**config.mk**
```make
export PLATFORM = sky130hd
export DESIGN_NAME = odesa_layer_param_flat
export DESIGN_NICKNAME = d
export VERILOG_FILES = /design/src/rtl/odesa_layer_param_if.sv /design/src/rtl/odesa_layer_param.sv /design/src/flat_wrapper.sv
export SDC_FILE = /design/constraint.sdc
export NUM_CORES = 2
export LEC_CHECK = 0
export CAP_MARGIN = 15
export CORE_UTILIZATION = 60
export DETAILED_ROUTE_END_ITERATION = 8
export HOLD_SLACK_MARGIN = 0.08
export PLACE_DENSITY = 0.78
export RECOVER_POWER = 25
export SLEW_MARGIN = 20
export SYNTH_ARGS = -nofsm -noshare
export SYNTH_HDL_FRONTEND = slang
export SYNTH_SLANG_ARGS = --single-unit
```
**constraint.sdc**
```tcl
create_clock -name i_clk -period 14.4 [get_ports i_clk]
set_input_delay 1.44 -clock i_clk [delete_from_list [all_inputs] [get_ports i_clk]]
set_output_delay 1.44 -clock i_clk [all_outputs]
set_load 0.01 [all_outputs]
```
**src/rtl/odesa_layer_param_if.sv**
```systemverilog
`default_nettype none
// ============================================================================
// Module  : odesa_layer_param_if
// Brief   : Event / attention / spike bundle of the ODESA feast layer.
// Revision: 1.0 - initial release
// ============================================================================
interface odesa_layer_param_if #(
  parameter int p_n_in  = 4,
  parameter int p_n_neu = 6
);
  logic [p_n_in-1:0]  i_event;
  logic               i_las;
  logic               i_gas;
  logic               i_endof_epochs;
  logic               o_las;
  logic [p_n_neu-1:0] o_spike_out;
  logic               o_busy;

  modport master (
    output i_event, i_las, i_gas, i_endof_epochs,
    input  o_las, o_spike_out, o_busy
  );

  modport slave (
    input  i_event, i_las, i_gas, i_endof_epochs,
    output o_las, o_spike_out, o_busy
  );
endinterface
`default_nettype wire

```
**src/rtl/odesa_layer_param.sv**
```systemverilog
`default_nettype none
// ============================================================================
// Module  : odesa_layer_param
// Brief   : ODESA feast layer: time-surface context, sequential neuron scoring,
//           one-hot winner spike and attention-driven online training.
//           Define ODESA_EVT_PEND_EN to queue events arriving while busy.
// Revision: 1.0 - initial release
// ============================================================================
module odesa_layer_param #(
  parameter int p_width    = 9,
  parameter int p_n_in     = 4,
  parameter int p_n_neu    = 6,
  parameter int p_eta      = 3,
  parameter int p_win      = 16,
  parameter int p_thr_init = 65536
) (
  input  logic               i_clk,
  input  logic               i_rst_n,
  odesa_layer_param_if.slave bus
);
  localparam int c_aw = 2*p_width + $clog2(p_n_in);
  localparam int c_kw = (p_n_neu > 1) ? $clog2(p_n_neu) : 1;
  localparam int c_cw = $clog2(p_win + 1);
  localparam logic [p_width-1:0] c_cmax     = '1;
  localparam logic [p_width-1:0] c_w_init   = {1'b1, {(p_width-1){1'b0}}};
  localparam logic [c_aw-1:0]    c_thr_init = c_aw'(p_thr_init);
  localparam logic [c_kw-1:0]    c_k_last   = c_kw'(p_n_neu - 1);

  localparam logic [2:0] c_st_idle    = 3'd0;
  localparam logic [2:0] c_st_compute = 3'd1;
  localparam logic [2:0] c_st_fire    = 3'd2;
  localparam logic [2:0] c_st_wait    = 3'd3;
  localparam logic [2:0] c_st_train   = 3'd4;
  localparam logic [2:0] c_st_relax   = 3'd5;

  logic [2:0]         state_q, state_d;
  logic [c_kw-1:0]    k_q, k_d, best_idx_q, best_idx_d;
  logic               best_valid_q, best_valid_d;
  logic [c_aw-1:0]    best_score_q, best_score_d;
  logic [c_cw-1:0]    win_q, win_d;
  logic [p_n_neu-1:0] spike_q, spike_d;
  logic [p_width-1:0] age_q [p_n_in];
  logic [p_width-1:0] age_d [p_n_in];
  logic [p_width-1:0] ctx_q [p_n_in];
  logic [p_width-1:0] ctx_d [p_n_in];
  logic [p_width-1:0] wgt_q [p_n_neu][p_n_in];
  logic [p_width-1:0] wgt_d [p_n_neu][p_n_in];
  logic [c_aw-1:0]    thr_q [p_n_neu];
  logic [c_aw-1:0]    thr_d [p_n_neu];

  logic [c_aw-1:0]         w_score;
  logic                    w_hit, w_start, w_attn, w_gas;
  logic [p_n_in-1:0]       w_force;
  logic signed [p_width+1:0] w_wdiff, w_wnew;
  logic signed [c_aw+1:0]    w_tdiff, w_tnew;
  logic [c_aw-1:0]         w_trelax;

  // Attention is meaningless once training is frozen.
  assign w_attn = (bus.i_las | bus.i_gas) & ~bus.i_endof_epochs;
  assign w_gas  = bus.i_gas & ~bus.i_endof_epochs;

`ifdef ODESA_EVT_PEND_EN
  logic pend_q, pend_d;

  always_comb begin
    pend_d = pend_q | ((state_q != c_st_idle) & (|bus.i_event));
    if (state_q == c_st_idle) pend_d = 1'b0;
  end

  always_ff @(posedge i_clk or negedge i_rst_n) begin
    if (!i_rst_n) pend_q <= 1'b0;
    else          pend_q <= pend_d;
  end

  assign w_start = pend_q | (|bus.i_event);
  assign w_force = pend_q ? '0 : bus.i_event;
`else
  assign w_start = |bus.i_event;
  assign w_force = bus.i_event;
`endif

  always_comb begin
    for (int i = 0; i < p_n_in; i++) begin
      if (bus.i_event[i])          age_d[i] = '0;
      else if (age_q[i] != c_cmax) age_d[i] = age_q[i] + 1'b1;
      else                         age_d[i] = age_q[i];
    end
  end

  always_comb begin
    logic [2*p_width-1:0] prod;
    prod    = '0;
    w_score = '0;
    for (int i = 0; i < p_n_in; i++) begin
      prod    = ctx_q[i] * wgt_q[k_q][i];
      w_score = w_score + c_aw'(prod);
    end
    w_hit = (w_score >= thr_q[k_q]) && (!best_valid_q || (w_score > best_score_q));
  end

  // Next-state and control counters.
  always_comb begin
    state_d      = state_q;
    k_d          = k_q;
    best_idx_d   = best_idx_q;
    best_valid_d = best_valid_q;
    best_score_d = best_score_q;
    win_d        = win_q;
    spike_d      = '0;
    for (int i = 0; i < p_n_in; i++) ctx_d[i] = ctx_q[i];
    case (state_q)
      c_st_idle: begin
        if (w_start) begin
          state_d      = c_st_compute;
          k_d          = '0;
          best_valid_d = 1'b0;
          best_idx_d   = '0;
          best_score_d = '0;
          for (int i = 0; i < p_n_in; i++)
            ctx_d[i] = w_force[i] ? c_cmax : (c_cmax - age_q[i]);
        end
      end
      c_st_compute: begin
        if (w_hit) begin
          best_idx_d   = k_q;
          best_valid_d = 1'b1;
          best_score_d = w_score;
        end
        if (k_q == c_k_last) begin
          state_d = c_st_fire;
          if (best_valid_d) spike_d = p_n_neu'(1) << best_idx_d;
        end else begin
          k_d = k_q + 1'b1;
        end
      end
      c_st_fire, c_st_wait: begin
        win_d = (state_q == c_st_fire) ? c_cw'(p_win) : (win_q - 1'b1);
        if (best_valid_q && w_attn) begin
          state_d = c_st_train;
        end else if (!best_valid_q && w_gas) begin
          state_d = c_st_relax;
          k_d     = '0;
        end else if (state_q == c_st_fire) begin
          state_d = c_st_wait;
        end else if (win_q == c_cw'(1)) begin
          state_d = c_st_idle;
        end
      end
      c_st_train: state_d = c_st_idle;
      c_st_relax: begin
        if (k_q == c_k_last) state_d = c_st_idle;
        else                 k_d     = k_q + 1'b1;
      end
      default: state_d = c_st_idle;
    endcase
  end

  // Learning datapath: winner pull toward context, or threshold relaxation.
  always_comb begin
    w_wdiff  = '0;
    w_wnew   = '0;
    w_tdiff  = '0;
    w_tnew   = '0;
    w_trelax = '0;
    for (int n = 0; n < p_n_neu; n++) begin
      thr_d[n] = thr_q[n];
      for (int i = 0; i < p_n_in; i++) wgt_d[n][i] = wgt_q[n][i];
    end
    if (state_q == c_st_train) begin
      for (int i = 0; i < p_n_in; i++) begin
        w_wdiff = $signed({2'b00, ctx_q[i]}) - $signed({2'b00, wgt_q[best_idx_q][i]});
        w_wnew  = $signed({2'b00, wgt_q[best_idx_q][i]}) + (w_wdiff >>> p_eta);
        if (w_wnew[p_width+1])   wgt_d[best_idx_q][i] = '0;
        else if (w_wnew[p_width]) wgt_d[best_idx_q][i] = c_cmax;
        else                      wgt_d[best_idx_q][i] = w_wnew[p_width-1:0];
      end
      w_tdiff = $signed({2'b00, best_score_q}) - $signed({2'b00, thr_q[best_idx_q]});
      w_tnew  = $signed({2'b00, thr_q[best_idx_q]}) + (w_tdiff >>> p_eta);
      if (w_tnew[c_aw+1])    thr_d[best_idx_q] = '0;
      else if (w_tnew[c_aw]) thr_d[best_idx_q] = '1;
      else                   thr_d[best_idx_q] = w_tnew[c_aw-1:0];
    end else if (state_q == c_st_relax) begin
      w_trelax  = thr_q[k_q] - (thr_q[k_q] >> p_eta);
      thr_d[k_q] = (w_trelax == '0) ? c_aw'(1) : w_trelax;
    end
  end

  always_ff @(posedge i_clk or negedge i_rst_n) begin
    if (!i_rst_n) begin
      state_q      <= c_st_idle;
      k_q          <= '0;
      best_idx_q   <= '0;
      best_valid_q <= 1'b0;
      best_score_q <= '0;
      win_q        <= '0;
      spike_q      <= '0;
      for (int i = 0; i < p_n_in; i++) begin
        age_q[i] <= c_cmax;
        ctx_q[i] <= '0;
      end
      for (int n = 0; n < p_n_neu; n++) begin
        thr_q[n] <= c_thr_init;
        for (int i = 0; i < p_n_in; i++) wgt_q[n][i] <= c_w_init;
      end
    end else begin
      state_q      <= state_d;
      k_q          <= k_d;
      best_idx_q   <= best_idx_d;
      best_valid_q <= best_valid_d;
      best_score_q <= best_score_d;
      win_q        <= win_d;
      spike_q      <= spike_d;
      age_q        <= age_d;
      ctx_q        <= ctx_d;
      wgt_q        <= wgt_d;
      thr_q        <= thr_d;
    end
  end

  always_comb begin
    bus.o_busy      = (state_q != c_st_idle);
    bus.o_las       = (state_q == c_st_train) || ((state_q == c_st_relax) && (k_q == '0));
    bus.o_spike_out = spike_q;
  end
endmodule
`default_nettype wire

```
**src/flat_wrapper.sv**
```systemverilog
// flat-port wrapper written by rule: the top's interface ports become plain ports
module odesa_layer_param_flat 
#(
  parameter int p_width    = 9,
  parameter int p_n_in     = 4,
  parameter int p_n_neu    = 6,
  parameter int p_eta      = 3,
  parameter int p_win      = 16,
  parameter int p_thr_init = 65536
)
  (i_clk, i_rst_n, bus_i_event, bus_i_las, bus_i_gas, bus_i_endof_epochs, bus_o_las, bus_o_spike_out, bus_o_busy);
  odesa_layer_param_if #(.p_n_in(p_n_in), .p_n_neu(p_n_neu)) bus_i ();
  input  logic i_clk;
  input  logic i_rst_n;
  input wire logic [$bits(bus_i.i_event)-1:0] bus_i_event;
  input wire logic [$bits(bus_i.i_las)-1:0] bus_i_las;
  input wire logic [$bits(bus_i.i_gas)-1:0] bus_i_gas;
  input wire logic [$bits(bus_i.i_endof_epochs)-1:0] bus_i_endof_epochs;
  output wire logic [$bits(bus_i.o_las)-1:0] bus_o_las;
  output wire logic [$bits(bus_i.o_spike_out)-1:0] bus_o_spike_out;
  output wire logic [$bits(bus_i.o_busy)-1:0] bus_o_busy;
  assign bus_i.i_event = bus_i_event;
  assign bus_i.i_las = bus_i_las;
  assign bus_i.i_gas = bus_i_gas;
  assign bus_i.i_endof_epochs = bus_i_endof_epochs;
  assign bus_o_las = bus_i.o_las;
  assign bus_o_spike_out = bus_i.o_spike_out;
  assign bus_o_busy = bus_i.o_busy;
  odesa_layer_param #(.p_width(p_width), .p_n_in(p_n_in), .p_n_neu(p_n_neu), .p_eta(p_eta), .p_win(p_win), .p_thr_init(p_thr_init)) u_core (.i_clk(i_clk), .i_rst_n(i_rst_n), .bus(bus_i));
endmodule
```
==> flow_summary_export.csv <==
group,metric,value,unit
final_layout,fill_cells,5627,
final_layout,drive_gt1_frac,0.0706,
synthesis,synth_cell_types,96,
clocking,clockBufferDepth,3,
clocking,clockRootBuffer,"clkbuf_16",
hold_path,min_path_type,"reg2reg",
outcome,violations,"capacitance limit, slew limit",
global_routing,grt_max_degree,160,
final_layout,layout_commonest_cell,"nand2_1",
floorplanning,dieArea,70300,um2
synthesis,yosysWarnings,0,
final_layout,area_growth,6.91,%
sta,rsz0062_at_grt,"no",
synthesis,syn_nets,5379,
placement,gp_congestion,0.998,
route,first_pass_iters,8,
floorplanning,die_h,265,um
synthesis,yosysTopAreaCellShare,0.231,
setup_path,critical_path.top_delay_family,"adder cells",
placement,port_buffers,16,
sta,fin_setup_tns,0,ps
clocking,hold_buffers,0,
floorplanning,die_w,265,um
setup_path,critPathRequiredTime,14970,ps
sta,finClkSkew,55.7,ps
synthesis,ys_seq_area_frac,0.272,
global_routing,antenna_found_initial,0,
clocking,clk_latency,660,ps
synthesis,syn_area_per_cell,8.74,um2
final_layout,nets,5255,
floorplanning,io_pins,17,
global_routing,grt_usage,0.381,
setup_path,cp.buffers_inverters,11,
synthesis,synth_top_area_cell,"dfrtp_1",
setup_path,start_kind,"register",
clocking,numCtsBuffers,52,
clocking,cts.sinks,449,
synthesis,synthArstFlopShare,1.00,
outcome,status,"complete, but fails checks",
sta,fmax,0.0735,GHz
sta,hold_violations,0,
synthesis,syn-instance-count,4757,
route,vias,37170,
run,max_cap_viol_count,3,
route,ant_nets,0,
setup_path,cp.arrival,14170,ps
global_routing,grt_pass1_vias,36566,
sta,slew_headroom,-2.88,
setup_path,cp-end-kind,"register",
route,routed_via_density,6.63,
sta,setup_viol,0,
floorplanning,row_count,96,
final_layout,multi_input_area,27500,um2
sta,post-route-period-util,0.944,
clocking,htreeDepth,2,
sta,drv_slew,169,
synthesis,synth_flop_cell,"dfrtp_1",
synthesis,synth_area,41600,um2
synthesis,synth_edf_count,0,
floorplanning,core-area,68600,um2
synthesis,synth_area_leaders,"dfrtp_1, fa_1, ha_1",
setup_path,crit_type,"reg2reg",
sta,worst_slew_pin_slew,5820,ps
setup_path,cpMostUsedCell,"fa_1",
setup_path,slowest_delay,680,ps
route,wl_per_cell,23.8,um
global_routing,grt-ovfl-total,0,
clocking,cts_tree,"built",
setup_path,crit_slowest_cell,"dfrtp_4",
route,first_iter_violations,5080,
sta,period_minus_slack,13600,ps
final_layout,regArea,11300,um2
final_layout,final_cell_mix,"nand2_1, inv_1, dfrtp_1",
placement,hpwl,91.4,mm
setup_path,worst-path-max-fanout,24,
global_routing,grt_pass1_wl,208,mm
final_layout,antenna_cells,0,
route,drc,0,
floorplanning,initial_core_util,0.606,
synthesis,ys_seq_elements,449,
clocking,path_clk_slew,60,ps
route,wirelength,134,mm
[tightest hold or removal path: stages, from the launching register on]
cell     delay (ps)
dfstp_2         370
nand2_1          40
o21ai_1          50
[flip-flops by register name, indices dropped and copies added, names as in the netlist, 5 cells and up]
| register | flops |
|---|---|
| u_core.age_q | 36 |
| u_core.best_score_q | 20 |
| u_core.bus.o_spike_out | 6 |
| u_core.ctx_q | 36 |
| u_core.thr_q | 120 |
| u_core.wgt_q | 216 |
| u_core.win_q | 5 |
[repair_timing]
action                                 CTS  global route
setup endpoints to repair                0            27
gates resized for setup                  0             4
setup buffers                            0             5
endpoints found under the hold margin    0             0
[area by class of cell]
cell class	instances	area share
clock buffer	74	0.0339
inverter	507	0.0428
timing repair buffer	85	0.0158
multi-input combinational	3538	0.619
tap	931	0.0262
clock inverter	24	0.00693
sequential	449	0.255
[synth_stat cells, drive strengths merged (42+ instances only)]
master,instances
a21o,42
a21oi,189
a221o,122
a221oi,43
a22o,43
a22oi,157
a31oi,63
and2,144
buf,44
clkbuf,220
dfrtp,383
dfstp,66
fa,278
ha,335
inv,502
mux2i,75
nand2,587
nand3,83
nor2,295
nor3,154
o21ai,329
xnor2,84
xor2,57
[path summary, 6_finish.rpt]
kind	start	endpoint	slack [ps]	depth (start not counted)
setup / recovery	u_core.k_q[0]$_DFFE_PN0P_	u_core.best_score_q[10]$_DFFE_PN0P_	800	49
hold / removal	u_core.wgt_q[80]$_DFFE_PN1P_	u_core.wgt_q[80]$_DFFE_PN1P_	470	2
setup reg to reg	u_core.k_q[0]$_DFFE_PN0P_	u_core.best_score_q[10]$_DFFE_PN0P_	800	49
hold reg to reg	u_core.wgt_q[80]$_DFFE_PN1P_	u_core.wgt_q[80]$_DFFE_PN1P_	470	2
max in group asynchronous	i_rst_n	u_core.best_idx_q[2]$_DFFE_PN0P_	6990	2
min in group asynchronous	i_rst_n	u_core.thr_q[52]$_DFFE_PN0P_	2920	1
[cell families after synthesis]
group,Yosys count,synth area share
DFF,449,0.272
buffers and inverters,771,0.0710
AOI/OAI and AO/OA,1216,0.202
xor gates and xnor gates,141,0.0297
muxes,109,0.0284
adders and majority gates,613,0.235
and+or+nand+nor,1458,0.162
[routing by layer]
metal,track usage,vias up,part of all wire
met2,0.582,2390,0.44
met5,0,-,0.00079
met4,0.192,2,0.056
li1,-,16368,-
met3,0.110,516,0.13
met1,0.495,17894,0.38
[per-stage QoR]
step	cells	area [um2]	worst slack (ps)	utilization	hold WS [ps]
finish	5608	44400	801	0.648	474
floorplan	4757	41600	1660	-	451
CTS	5600	44300	327	0.646	477
global route	5608	44400	65.2	0.648	494
detailed placement	5502	42500	391	0.620	467
global placement	5502	42500	857	0.620	460
Power is left out: the tool's default activity adds up to more than one toggle a clock period on the data nets, which glitch-free logic cannot reach.
